[src/rtl/rle_flash_fetch.sv]
// QSPI fetch controller for the RLE video decoder: Quad Output Fast Read (0x6B) from
// ADDR_BASE, nibble assembly into 16-bit words, and a 2-entry word FIFO towards the decoder.
module rle_flash_fetch #(
    parameter logic [23:0] ADDR_BASE      = 24'h000000,
    parameter int          DUMMY_CYCLES   = 8,
    parameter int          CS_HIGH_CYCLES = 2
) (
    input  logic        clk,
    input  logic        rstn,
    input  logic        stop_data,
    input  logic        read_next,
    output logic        data_ready,
    output logic [15:0] data,
    output logic        spi_cs_n,
    output logic        spi_sck,
    output logic [3:0]  spi_d_out,
    output logic [3:0]  spi_d_oe,
    input  logic [3:0]  spi_d_in
);

    typedef enum logic [2:0] {IDLE, CMD, ADDR, DUMMY, DATA} state_t;

    localparam logic [7:0] CMD_QOFR   = 8'h6B;
    localparam logic [4:0] CS_LAST    = 5'(CS_HIGH_CYCLES - 1);
    localparam logic [4:0] DUMMY_LAST = 5'(DUMMY_CYCLES - 1);

    state_t      state_q, state_d;
    logic [4:0]  cnt_q, cnt_d;
    logic        sck_q, sck_d;
    logic        cs_n_q, cs_n_d;
    logic [3:0]  oe_q, oe_d;
    logic [23:0] sr_q, sr_d;
    logic [1:0]  count_q;
    logic        rd_ptr_q;
    logic        push, pop, flush;
    logic [11:0] word_q;
    logic [15:0] mem_q [2];

    // Command/address bits leave from the top of sr_q; it is all-zero outside CMD/ADDR.
    assign spi_cs_n   = cs_n_q;
    assign spi_sck    = sck_q;
    assign spi_d_oe   = oe_q;
    assign spi_d_out  = {3'b000, sr_q[23]};
    assign data_ready = (count_q != 2'd0);
    assign data       = data_ready ? mem_q[rd_ptr_q] : 16'h0000;

    always_ff @(posedge clk or negedge rstn) begin
        if (!rstn) begin
            state_q  <= IDLE;
            cnt_q    <= '0;
            sck_q    <= 1'b0;
            cs_n_q   <= 1'b1;
            oe_q     <= '0;
            sr_q     <= '0;
            count_q  <= '0;
            rd_ptr_q <= 1'b0;
        end else begin
            state_q <= state_d;
            cnt_q   <= cnt_d;
            sck_q   <= sck_d;
            cs_n_q  <= cs_n_d;
            oe_q    <= oe_d;
            sr_q    <= sr_d;
            if (flush) begin
                count_q  <= '0;
                rd_ptr_q <= 1'b0;
            end else begin
                count_q  <= count_q + {1'b0, push} - {1'b0, pop};
                rd_ptr_q <= rd_ptr_q ^ pop;
            end
        end
    end

    always_comb begin
        state_d = state_q;
        cnt_d   = cnt_q;
        sck_d   = sck_q;
        cs_n_d  = cs_n_q;
        oe_d    = oe_q;
        sr_d    = sr_q;
        push    = 1'b0;
        flush   = 1'b0;
        pop     = read_next && (count_q != 2'd0);
        case (state_q)
            IDLE: begin
                if (cnt_q == CS_LAST) begin
                    state_d = CMD;
                    cnt_d   = '0;
                    cs_n_d  = 1'b0;
                    oe_d    = 4'b0001;
                    sr_d    = {CMD_QOFR, 16'h0000};
                end else begin
                    cnt_d = cnt_q + 5'd1;
                end
            end
            CMD: begin
                sck_d = ~sck_q;
                if (sck_q) begin
                    cnt_d = cnt_q + 5'd1;
                    sr_d  = {sr_q[22:0], 1'b0};
                    if (cnt_q == 5'd7) begin
                        state_d = ADDR;
                        cnt_d   = '0;
                        sr_d    = ADDR_BASE;
                    end
                end
            end
            ADDR: begin
                sck_d = ~sck_q;
                if (sck_q) begin
                    cnt_d = cnt_q + 5'd1;
                    sr_d  = {sr_q[22:0], 1'b0};
                    if (cnt_q == 5'd23) begin
                        state_d = DUMMY;
                        cnt_d   = '0;
                        oe_d    = 4'b0000;
                    end
                end
            end
            DUMMY: begin
                sck_d = ~sck_q;
                if (sck_q) begin
                    cnt_d = cnt_q + 5'd1;
                    if (cnt_q == DUMMY_LAST) begin
                        state_d = DATA;
                        cnt_d   = '0;
                    end
                end
            end
            DATA: begin
                if (!sck_q) begin
                    // A new word only begins when the FIFO has room; a started word always finishes.
                    if (cnt_q != 5'd0 || count_q != 2'd2)
                        sck_d = 1'b1;
                end else begin
                    sck_d = 1'b0;
                    if (cnt_q == 5'd3) begin
                        push  = 1'b1;
                        cnt_d = '0;
                    end else begin
                        cnt_d = cnt_q + 5'd1;
                    end
                end
            end
            default: state_d = IDLE;
        endcase
        if (stop_data) begin
            state_d = IDLE;
            cnt_d   = '0;
            sck_d   = 1'b0;
            cs_n_d  = 1'b1;
            oe_d    = 4'b0000;
            sr_d    = '0;
            push    = 1'b0;
            pop     = 1'b0;
            flush   = 1'b1;
        end
    end

    // Nibble assembly and FIFO storage carry no reset; validity is tracked by count_q.
    always_ff @(posedge clk) begin
        if (state_q == DATA && sck_q)
            word_q <= {word_q[7:0], spi_d_in};
        if (push)
            mem_q[rd_ptr_q ^ count_q[0]] <= {word_q, spi_d_in};
    end

endmodule

[config.mk]
export PLATFORM = sky130hd
export DESIGN_NAME = rle_flash_fetch
export DESIGN_NICKNAME = d
export VERILOG_FILES = /design/src/rtl/rle_flash_fetch.sv
export SDC_FILE = /design/constraint.sdc
export NUM_CORES = 1
export LEC_CHECK = 0
export ABC_AREA = 1
export ABC_CLOCK_PERIOD_IN_PS = 2390
export CAP_MARGIN = 40
export CORE_MARGIN = 2
export CORE_UTILIZATION = 30
export DETAILED_ROUTE_END_ITERATION = 10
export SLEW_MARGIN = 20
export SYNTH_ARGS = -nofsm -noshare
export SYNTH_HDL_FRONTEND = slang
export SYNTH_SLANG_ARGS = --single-unit
[constraint.sdc]
create_clock -name clk -period 2.39 [get_ports clk]
set_clock_uncertainty 0.05 [all_clocks]
set_input_delay 0.717 -clock clk [delete_from_list [all_inputs] [get_ports clk]]
set_output_delay 0.717 -clock clk [all_outputs]
set_load 0.005 [all_outputs]
==> results of run 1 <==
## routing by layer
metal,part of all wire,global-route usage,vias to the layer above,routed length (um)
met1,0.47,0.143,998,2750
met4,0.0063,0.0261,0,37
met5,0,0,-,0
met2,0.49,0.191,37,2880
li1,-,-,1062,-
met3,0.040,0.0451,4,235
## critical path: cells and delay by family (launching register included)
family | cells | cell delay (ns)
buffers and inverters | 4 | 0.60
DFF | 1 | 0.41
and+or+nand+nor | 1 | 0.04
AOI/OAI and AO/OA | 1 | 0.13
## logic make-up after synthesis
group / Yosys count / synth area share
adders and majority gates: 5 / 0.0208
other: 1 / 0.00125
and+or+nand+nor: 153 / 0.226
buffers and inverters: 35 / 0.0565
DFF: 66 / 0.622
AOI/OAI and AO/OA: 30 / 0.0582
xor gates and xnor gates: 5 / 0.0146
## area by class of cell
class	count	area, um^2
inverter	21	80.1
tap	133	166
timing repair buffer	43	434
sequential	66	1870
clock buffer	10	128
multi-input combinational	199	997
clock inverter	6	115
fill	992	5980
## state kept, by name (all words and copies together), names as in the netlist
register	cells
cnt_q	5
count_q	2
mem_q	32
rd_ptr_q	1
spi_cs_n	1
spi_d_oe	1
spi_sck	1
sr_q	8
state_q	3
word_q	12
## power by group through the flow
| stage | sequential (mW) | clock [mW] | combinational (mW) |
|---|---|---|---|
| after CTS | 1.42 | 1.15 | 0.782 |
| after global placement | 1.44 | 0 | 0.770 |
| after global routing | 1.44 | 1.20 | 0.880 |
| final | 1.42 | 1.12 | 0.769 |
| after detailed placement | 1.44 | 0 | 0.778 |
| after floorplan | 1.42 | 0 | 0.568 |
## cells in the final DEF (no fill, tap or decap), drive strengths merged, types with 6 or more instances in the layout
cell	netlist	routed
nand3	15	15
a21oi	20	20
nand4	7	7
clkbuf	1	10
clkdlybuf4s50	0	12
inv	20	20
nand2	101	101
conb	1	6
buf	13	15
dlygate4sd2	0	16
nor2	26	26
dfrtp	21	21
edfxtp	44	44
o21ai	7	7
## stage by stage
step / utilization / setup slack [ns]
after floorplan: - / 0.107
after global placement: 0.361 / 0.108
after detailed placement: 0.361 / 0.0673
after CTS: 0.388 / 0.0642
after global routing: 0.388 / 0.00388
final: 0.388 / 0.104
## worst max path at each step
stage,startpoint,endpoint
global route,rd_ptr_q,data[11]
global placement,stop_data,count_q[1]
finish,rd_ptr_q,data[7]
floorplan,stop_data,mem_q[0][0]
detailed placement,stop_data,count_q[1]
CTS,rd_ptr_q,data[7]
## what timing repair did
| action | in CTS | in global routing |
|---|---|---|
| setup buffers | 2 | 0 |
| hold buffers | 0 | 0 |
| resized for setup | 24 | 0 |
| setup endpoints to repair | 16 | 0 |
==> impl_metrics.tcl, run 1 <==
set metrics [dict create \
    globalplace.congestion 0.834 \
    placed_cells 460 \
    yosysTopAreaCell "edfxtp_1" \
    min_path_type "reg2reg" \
    avgViaCountPerCell 4.40 \
    holdPathEnd "mem_q[1][13]" \
    clk_latency_ns 0.33 \
    endpoint_kind "output port" \
    synthTopCellsByArea "edfxtp_1 (44%), dfrtp_1 (17%), nand2_1 (12%)" \
    synth_seq_cells 66 \
    fin_crit_sh 0.956 \
    postPlaceCellArea_um2 3530 \
    yosysTopAreaCellShare 0.439 \
    fin_nets 353 \
    critPathSlowestCell "dfrtp_1" \
    initial_utilization 0.308 \
    grt_pass1_vias 2079 \
    startpoint_type "flip-flop" \
    path_cells "clkinv_2 -> buf_12 -> buf_4 -> nand2_1 -> a21oi_1 -> dlygate4sd2_1" \
    drtPass1Iterations 4 \
    hpwlAfterDp_um 3980 \
    crit_required_ns 1.62 \
    vdd_drop_max_mv 0.395 \
    period_minus_slack_ns 2.29 \
    antenna_found_initial 0 \
    stdcell_area_um2 3790 \
    path_class "reg2out" \
    seqPwrFrac 0.430 \
    rr_worst_depth 9 \
    synth_edf_count 44 \
    async_reset_ff_frac 0.333 \
    clkSlewWorstSetupHoldPaths_ns 0.07 \
    p_sw_frac 0.294 \
    cts_sinks 66 \
    die_h_um 104 \
    max_stage_delay_ns 0.41 \
    drc_errors 0 \
    holdWs_ns 0.401 \
    dieArea_um2 10800 \
    rows 36 \
    maxSlewViolCount 0 \
    grt_first_pass_wirelength_um 9960 \
    yosysMostFrequentCell "nand2_1" \
    p_switching_mw 0.973 \
    p_int_mw 2.33 \
    rsz0062_at_grt "no" \
    leakage_nw 1.63 \
    finalPower_mw 3.31 \
    synthFlopType "edfxtp_1" \
    antenna_cells 0 \
    cts_inserted_buffers 9 \
    crit-reg2reg-capture "count_q[1]" \
    ant_nets 0 \
    instances_no_fill 478 \
    root_buffer "clkbuf_8" \
    syn-cell-area_um2 3010 \
    synth.avg_cell_area_um2 10.2 \
    synth_cells 295 \
    cap_violations 0 \
    fp.dieW_um 104 \
    overflow 0 \
    run_status "complete, no violations" \
    hold_viol 0 \
    wl_per_cell_um 12.3 \
    cts_tree "done" \
    clkPwrFrac 0.338 \
    syn2layout_area_growth_pct 26.1 \
    min_from "word_q[9]" \
    drt-total-wl_um 5900 \
    powerDensity_nw_per_um2 871 \
    min_path_cells 0 \
    portBuffers 28 \
    cts.path.max_buffers 2 \
    core_area_um2 9770 \
    finalSetupViolCount 0 \
    drt_iter0_markers 128 \
    grt_usage 0.115 \
    yosysWarningCount 0 \
    worstPathArrival_ns 1.52 \
    reg2reg_from "cnt_q[0]" \
    synth_common_cells "nand2_1 (94), edfxtp_1 (44), dfrtp_1 (21)" \
    combPwrFrac 0.233 \
    synth_seq_area_share 0.622 \
    fmax_mhz 437 \
    yosysUniqueCellTypes 31 \
    setup_tns_ns 0 \
    vias 2101 \
    cts.htree.levels 3 \
    grt_max_degree 23 \
    crit_path_max_fanout 14 \
    drive_gt1_frac 0.168 \
    num_io_pins 35 \
    rrSetupSlack_ns 0.32 \
]
No activity file was read; power rests on OpenSTA's default activity.
==> run 2: changes to the inputs <==
--- a/config.mk
+++ b/config.mk
@@ -8,7 +8,7 @@
 export ABC_AREA = 1
 export ABC_CLOCK_PERIOD_IN_PS = 2390
 export CAP_MARGIN = 40
-export CORE_MARGIN = 2
+export CORE_MARGIN = 5
 export CORE_UTILIZATION = 30
 export DETAILED_ROUTE_END_ITERATION = 10
 export SLEW_MARGIN = 20
==> run 2 against run 1 <==
Sequential share of layout area is 1.4 points lower. Setup slack worse by 0.013 ns. Utilization is 1.1 points higher. Final cell count is 1.7% higher. Worst hold slack worse by 0.0048 ns. Combinational power is 6.1% lower. Clock-buffer cell count stayed put. Total power is 2.2% higher. Non-clock buffer count is 8 higher. Fmax is 0.58% lower. Critical endpoint is now data[11].
==> impl_metrics.tcl, run 2 (synthesis gave the netlist of run 1 again) <==
set metrics [dict create \
    rows 36 \
    cts_sinks 66 \
    placed_cells 459 \
    endpoint_kind "output port" \
    period_minus_slack_ns 2.30 \
    num_io_pins 35 \
    ant_nets 0 \
    initial_utilization 0.308 \
    vdd_drop_max_mv 0.483 \
    worstPathArrival_ns 1.53 \
    largest_register_ffs 32 \
    instances_no_fill 486 \
    wl_per_cell_um 12.8 \
    grt_usage 0.107 \
    critPathSlowestCell "dfrtp_2" \
    cap_violations 0 \
    grt_pass1_vias 2057 \
    max_stage_delay_ns 0.44 \
    drt_iter0_markers 101 \
    globalplace.congestion 0.822 \
    startpoint_type "flip-flop" \
    cts_inserted_buffers 9 \
    crit_required_ns 1.62 \
    run_status "complete, no violations" \
    clkSlewWorstSetupHoldPaths_ns 0.07 \
    top_layer_used "met4" \
    core_area_um2 9770 \
    clk_latency_ns 0.34 \
    drtPass1Iterations 4 \
    finalSetupViolCount 0 \
    fin_crit_sh 0.962 \
    route.met2.wl_um 3090 \
    fmax_mhz 435 \
    dieArea_um2 12100 \
    regArea_um2 1880 \
    avgViaCountPerCell 4.42 \
    grt_max_degree 23 \
    crit_family "buffers and inverters" \
    syn2layout_area_growth_pct 29.8 \
    layout_common_cells "nand2_1 (94), edfxtp_1 (44), inv_1 (20)" \
    cts.path.max_buffers 2 \
    drt-total-wl_um 6240 \
    antenna_found_initial 0 \
    path_class "reg2out" \
    overflow 0 \
    layout_commonest_cell "nand2_1" \
    drc_errors 0 \
    final.fill_count 948 \
    path_buf_inv 3 \
    min_path_type "reg2reg" \
    wl_met1_um 2720 \
    crit_path_max_fanout 6 \
    met3_wirelength_um 365 \
    drive_gt1_frac 0.187 \
    multiInputGateArea_um2 993 \
    die_h_um 110 \
    stdcell_area_um2 3910 \
    grt_first_pass_wirelength_um 10100 \
    fp.dieW_um 110 \
    leakage_nw 1.81 \
    hpwlAfterDp_um 4160 \
    powerDensity_nw_per_um2 866 \
    root_buffer "clkbuf_8" \
    antenna_cells 0 \
    postPlaceCellArea_um2 3510 \
    cts_tree "done" \
    maxSlewViolCount 0 \
    cts.htree.levels 3 \
    vias 2148 \
    final_util 0.400 \
    fin_nets 361 \
    hold_viol 0 \
    path_cells "nor2_4 -> buf_6 -> buf_4 -> a21oi_1 -> dlygate4sd2_1" \
    portBuffers 28 \
]
[run 2: area by class of cell]
cell class / count / share of cell area
sequential: 66 / 0.480
multi-input combinational: 199 / 0.254
timing repair buffer: 51 / 0.135
tap: 133 / 0.0426
clock inverter: 6 / 0.0349
clock buffer: 10 / 0.0327
inverter: 21 / 0.0202
[run 2: report_power, final]
part,total (mW),internal [mW],switching [mW]
Sequential,1.42,1.32,0.0996
Clock,1.24,0.803,0.435
Combinational,0.722,0.273,0.449
Total,3.38,2.40,0.983
[run 2: what timing repair did]
action                     in CTS  in global routing
setup endpoints to repair      17                 10
resized for setup              12                 15
hold buffers                    0                  0
pin swaps                       1                  1
buffers inserted                0                 11
hold endpoints to repair        0                  0
[run 2: per-layer routing]
layer / vias to the layer above / GRT usage
li1: 1075 / -
met5: - / 0
met4: 0 / 0.0264
met1: 1020 / 0.131
met3: 7 / 0.0338
met2: 46 / 0.183
[run 2: per-stage QoR]
| stage | setup TNS (ns) | power [mW] | hold WS (ns) | setup WS, ns |
|---|---|---|---|---|
| floorplan | 0 | 1.99 | 0.371 | 0.107 |
| global placement | 0 | 2.16 | 0.374 | 0.0713 |
| detailed placement | 0 | 2.17 | 0.382 | 0.0323 |
| CTS | -0.853 | 3.42 | 0.400 | -0.117 |
| global route | -0.00937 | 3.58 | 0.415 | -0.00937 |
| finish | 0 | 3.38 | 0.396 | 0.0906 |
[run 2: worst paths after layout]
kind                             from           end  slack (ns)  depth (start not counted)
max in group asynchronous        rstn      spi_cs_n        1.34                          2
max                        count_q[1]      data[11]        0.09                          5
min                        word_q[10]  mem_q[0][14]        0.40                          0
max reg2reg                  cnt_q[0]    count_q[1]        0.26                          9
min reg2reg                word_q[10]  mem_q[0][14]        0.40                          0
min in group asynchronous        rstn      cnt_q[2]        0.67                          2
